**config.mk**
```make
export PLATFORM = sky130hd
export DESIGN_NAME = fifo_byte_unpacker
export DESIGN_NICKNAME = d
export VERILOG_FILES = /design/src/rtl/fifo_byte_unpacker_pkg.sv /design/src/rtl/fifo_byte_unpacker.sv
export SDC_FILE = /design/constraint.sdc
export NUM_CORES = 1
export LEC_CHECK = 0
export CAP_MARGIN = 0
export CORE_ASPECT_RATIO = 1.75
export CORE_MARGIN = 8
export CORE_UTILIZATION = 53
export DETAILED_ROUTE_END_ITERATION = 8
export PLACE_DENSITY = 0.85
export SLEW_MARGIN = 20
export SYNTH_ARGS = -nofsm -noshare
export SYNTH_HDL_FRONTEND = slang
export SYNTH_SLANG_ARGS = --single-unit
export TNS_END_PERCENT = 100
```
**constraint.sdc**
```tcl
create_clock -name clk -period 4.67 [get_ports clk]
set_clock_uncertainty 0.2 [all_clocks]
set_input_delay 1.1675 -clock clk [delete_from_list [all_inputs] [get_ports clk]]
set_output_delay 1.1675 -clock clk [all_outputs]
set_load 0.005 [all_outputs]
```
**src/rtl/fifo_byte_unpacker_pkg.sv**
```systemverilog
// Shared constants and state type for the FIFO byte unpacker.
// The FIFO word carries a 32-bit payload with a 2-bit "byte count minus one" field above it.
package fifo_byte_unpacker_pkg;

    localparam int NBYTES      = 4;
    localparam int FIFO_DSIZE  = 34;
    localparam int PAYLOAD_MSB = 31;
    localparam int CNT_LSB     = 32;
    localparam int CNT_MSB     = 33;

    typedef enum logic {
        EMPTY = 1'b0,
        HOLD  = 1'b1
    } state_t;

endpackage

```
**src/rtl/fifo_byte_unpacker.sv**
```systemverilog
// Pops 34-bit words from the CDC FIFO read port and streams 1-4 bytes per word on a
// valid/ready byte interface. A word with fewer than four bytes ends a frame.
module fifo_byte_unpacker
    import fifo_byte_unpacker_pkg::*;
#(
    parameter bit MSB_FIRST = 1'b0,
    parameter int CNT_WIDTH = 16
) (
    input  logic                  clk,
    input  logic                  rst_n,
    input  logic                  enable,
    input  logic [FIFO_DSIZE-1:0] fifo_rdata,
    input  logic                  fifo_rempty,
    output logic                  fifo_rinc,
    output logic [7:0]            out_data,
    output logic                  out_valid,
    input  logic                  out_ready,
    output logic                  out_last,
    output logic [CNT_WIDTH-1:0]  word_cnt,
    output logic [CNT_WIDTH-1:0]  frame_cnt
);

    state_t                  r_state;
    logic [FIFO_DSIZE-1:0]   r_hold;
    logic [1:0]              r_idx;
    logic [CNT_WIDTH-1:0]    r_word_cnt;
    logic [CNT_WIDTH-1:0]    r_frame_cnt;

    logic [1:0]              w_nb;
    logic [1:0]              w_sel;
    logic [PAYLOAD_MSB:0]    w_payload;
    logic                    w_hold_valid;
    logic                    w_acc;
    logic                    w_done;
    logic                    w_pop;

    assign w_hold_valid = (r_state == HOLD);
    assign w_nb         = r_hold[CNT_MSB:CNT_LSB];
    assign w_payload    = r_hold[PAYLOAD_MSB:0];
    assign w_acc        = w_hold_valid & out_ready;
    assign w_done       = w_acc & (r_idx == w_nb);

    // A new word may be fetched in the same cycle the last byte of the current one is taken,
    // which is what gives gap-free streaming across word boundaries.
    assign w_pop        = rst_n & enable & ~fifo_rempty & (~w_hold_valid | w_done);
    assign fifo_rinc    = w_pop;

    assign w_sel        = MSB_FIRST ? (2'(NBYTES - 1) - r_idx) : r_idx;
    assign out_data     = w_payload[{w_sel, 3'b000} +: 8];
    assign out_valid    = w_hold_valid;
    assign out_last     = w_hold_valid & (r_idx == w_nb) & (w_nb != 2'd3);
    assign word_cnt     = r_word_cnt;
    assign frame_cnt    = r_frame_cnt;

    always_ff @(posedge clk or negedge rst_n) begin
        if (!rst_n) begin
            r_state     <= EMPTY;
            r_hold      <= '0;
            r_idx       <= 2'd0;
            r_word_cnt  <= '0;
            r_frame_cnt <= '0;
        end else if (w_pop) begin
            r_state    <= HOLD;
            r_hold     <= fifo_rdata;
            r_idx      <= 2'd0;
            r_word_cnt <= r_word_cnt + CNT_WIDTH'(1);
            if (fifo_rdata[CNT_MSB:CNT_LSB] != 2'd3) begin
                r_frame_cnt <= r_frame_cnt + CNT_WIDTH'(1);
            end
        end else if (w_done) begin
            r_state <= EMPTY;
            r_idx   <= 2'd0;
        end else if (w_acc) begin
            r_idx <= r_idx + 2'd1;
        end
    end

endmodule

```
==> After elaboration in Yosys (flattened, before gate mapping) <==
Index checks and enable logic that the tools add are counted.
{ "totals": {"reg_bits": 69, "input_bits": 39, "word_cells": 30} }
{ "classes": {"addsub": 3, "n_eq_ne": 3, "shifts": 1, "muxes": 5, "n_bitwise": 10, "n_reduce_logical": 3} }
{ "ops": {"columns": ["operator", "n"], "rows": [
  ["adder 16 x 1 -> 16 bit, second input constant", 2],
  ["variable part select 32 x 6 -> 8 bit", 1],
  ["bitwise AND 1 bit", 7],
  ["2-to-1 mux 2 bit", 3],
  ["!= test 2 bit, second input constant", 2],
  ["nonzero test 3 bit", 1],
  ["adder 2 x 1 -> 2 bit, second input constant", 1],
  ["== test 2 bit", 1],
  ["2-to-1 mux 1 bit", 2],
  ["inverter 1 bit", 2],
  ["AND reduction 2 bit", 1],
  ["nonzero test 2 bit", 1],
  ["bitwise OR 1 bit", 1]
]} }

==> Logic depth before layout (Yosys ltp) <==
{ "logic_depth": {"ltp_word": 5, "mapped_depth": 6} }

==> Least setup slack after synthesis <==
Ideal clock, no wire load.
{ "synth_timing": {"path_type": "input port to output port", "start": "in out_ready", "end": "out fifo_rinc", "arrival_ns": 1.939, "t_required_ns": 3.303, "slack_ns": 1.364, "path_stages": 4, "n_path_buf": 1, "cell_sequence": "inv_1 -> o31a_1 -> nor2_4 -> buf_4"} }
{ "synth_via": {"elab_chain_cells": 4} }
{ "synth_rtl": {"columns": ["element", "line_no", "source"], "rows": [
  ["start, declared", "fifo_byte_unpacker.sv:17", "input logic out_ready,"],
  ["bitwise AND 1 bit", "fifo_byte_unpacker.sv:40", "assign w_acc = w_hold_valid & out_ready;"],
  ["bitwise AND 1 bit", "fifo_byte_unpacker.sv:41", "assign w_done = w_acc & (r_idx == w_nb);"],
  ["bitwise OR 1 bit", "fifo_byte_unpacker.sv:45", "assign w_pop = rst_n & enable & ~fifo_rempty & (~w_hold_valid | w_done);"],
  ["bitwise AND 1 bit", "fifo_byte_unpacker.sv:45", null],
  ["end, declared", "fifo_byte_unpacker.sv:14", "output logic fifo_rinc,"]
]} }
Every way passes these cells.

==> Final worst setup path <==
Ends and elaborated chain as after synthesis.

==> results.yml <==
global_route:
  antenna_found_initial: 0
  grt_util_met1_pct: 19.7
  overflow: 0
  met3_usage_pct: 5.35
  grt_pass1_wl_mm: 11.9
  grt_use_total_pct: 17.3
  use_met2_pct: 28.0
  grt_pass1_vias: 2473
  grt.busiest_layer: "met2"
  grt_max_degree: 71
critical_path:
  r2r-start: "r_idx[0]$_DFFE_PN0P_"
  critPathMaxStageDelay_ns: 0.52
  worstRegToRegCells: 5
  start_kind: "primary input"
  cp_common_cell: "clkdlybuf4s50_1"
  regToRegSetupSlack_ns: 2.12
  required_ns: 3.30
  crit_type: "primary input to output pin"
  critPathMaxFanout: 4
  r2r-end: "r_hold[4]$_DFFE_PN0P_"
  crit_buf_inv: 3
  crit_arrival_ns: 2.70
  cp_slowest_cell: "clkdlybuf4s50_1"
  crit_path_end_kind: "output pin"
  path_cells: "clkdlybuf4s50_1 > inv_1 > o31a_1 > nor2_4 > clkdlybuf4s50_1"
  path_delay_family: "buffers and inverters"
layout:
  nNetsFinal: 367
  final_area_mm2: 0.00425
  num_antenna_cells: 0
  syn2layout_area_growth_pct: 30.9
  drive_gt1_share_pct: 20.8
route:
  drc: 0
  wl_per_cell_um: 17.6
  first_pass_iters: 4
  drt_iter0_drc: 118
  wl_mm: 7.16
  viasPerCell: 5.46
  vias: 2223
  ant_nets: 0
cts:
  ctsHoldBuffers: 0
  cts-buffers-inserted: 9
  clockRootBuffer: "clkbuf_8"
  clk_path_buf_depth: 2
  post_cts_buffers: 0
  clock_latency_ns: 0.34
  tritoncts: "built"
  clock-sinks: 69
  clkTransAtPathRegs_ns: 0.07
  ctsResizeCount: 0
  htreeDepth: 3
synth:
  syn_nets: 283
  synth_top_area_share_pct: 53.1
  synth_seq_area_share_pct: 53.1
  ys_ff_latch: 69
  netlist_area_mm2: 0.00325
  yosys.area.top_type: "dfrtp_1"
  synth.distinct_cells: 35
  synth_edf_count: 0
  synthArstFlopShare_pct: 100
  netlist_instances: 242
  synthTopCellsByArea: "dfrtp_1, mux2_2, xor2_1, mux4_2, xnor2_1"
  synth_ff_type: "dfrtp_1"
  syn_area_per_cell_um2: 13.4
  synth_most_common_cell: "dfrtp_1"
  synthTopCellsByCount: "dfrtp_1, mux2_2, xor2_1, nand2_1, nand3_1"
  yosysWarnings: 0
placement:
  gp_congestion: 0.790
  dp_hpwl_mm: 5.25
  dpl_cell_area_mm2: 0.00412
  post-place-ws_ns: 0.612
  port_buffers: 81
sta:
  fmax_mhz: 246
  setup_violations: 0
  max_slew.worst_pin.slew_ns: 0.853
  max-slew-margin-rel_pct: 43.2
  fin_hold_ws_ns: 0.277
  rsz0062_at_grt: "false"
  post-route-min-period_ns: 4.07
  report.final.slew_viol_count: 0
  layout_setup_ws_ns: 0.598
  period_share_pct: 87.2
  fin_tns_setup_ns: 0
  final_hold_viol_count: 0
hold_path:
  hold_path_class: "flop to flop"
  whs_endpoint: "frame_cnt[15]$_DFFE_PN0P_"
  whs_path_depth: 1
  hp-start: "frame_cnt[15]$_DFFE_PN0P_"
run_status:
  status: "completed"
power_and_ir_drop:
  power_density_mw_per_mm2: 501
  p_total_w: 0.00213
  vdd_drop_max_v: 0.000367
  p_leak_nw: 1.81
floorplan:
  die_x_um: 75.2
  rows: 38
  start_util_pct: 53.4
  die_y_um: 120
  die-area_mm2: 0.00899
  pin_count: 82
  coreArea_mm2: 0.00609
run:
  drv_cap: 0
==> stage by stage <==
step,util [%],std cells
after detailed placement,67.7,395
after global routing,69.9,407
after global placement,67.7,395
final,69.9,407
after floorplan,-,242
after CTS,69.9,407
==> logic make-up after synthesis <==
| logic type | after synthesis | synth area share, % |
|---|---|---|
| mux | 45 | 18.3 |
| simple gates | 71 | 15.1 |
| fa+ha+maj | 2 | 0.770 |
| flops | 69 | 53.1 |
| compound gates | 7 | 1.39 |
| buf+inv | 16 | 2.66 |
| xor+xnor | 32 | 8.63 |
==> cells in the final DEF, fill, tap and decap left out, types with 9 or more instances in the layout <==
master and n:
clkdlybuf4s50_1 80, dfrtp_1 69, mux2_2 35, xor2_1 22
nand2_1 12, nand3_1 11, nand4_1 10, xnor2_1 10
nor4_1 9, clkbuf_8 9
==> layer usage <==
metal	wire, um	vias up	share of wire (%)
li1	-	1042	-
met1	2830	1104	39
met2	3740	65	52
met3	446	12	6.2
met4	148	0	2.1
met5	0	-	0
==> registers in the layout, summed over array words and instances (netlist names) <==
name and count:
r_hold 34, frame_cnt 16, word_cnt 16, r_idx 2, out_valid 1
==> layout make-up <==
cell class	instances	area, um^2
repair buffers	86	843
clock buffers	12	135
well taps	80	100
inverters	3	11.3
multi-input cells	157	1440
fillers	483	1830
flip-flops and latches	69	1730
==> how the worst max path moves through the flow <==
stage,from,end,cells past startpoint
after floorplan,out_ready,fifo_rinc,4
after global placement,out_ready,fifo_rinc,5
after detailed placement,out_ready,fifo_rinc,5
after CTS,out_ready,fifo_rinc,5
after global routing,out_ready,fifo_rinc,5
final,out_ready,fifo_rinc,5
==> report_power, final <==
part	leakage [nW]	switching, W	internal [W]	total, W
registers	0.872	0.000174	0.000795	0.000969
clock network	0.0683	0.000193	0.000181	0.000374
logic	0.871	0.000293	0.000494	0.000788
No activity file was read; power rests on OpenSTA's default activity.
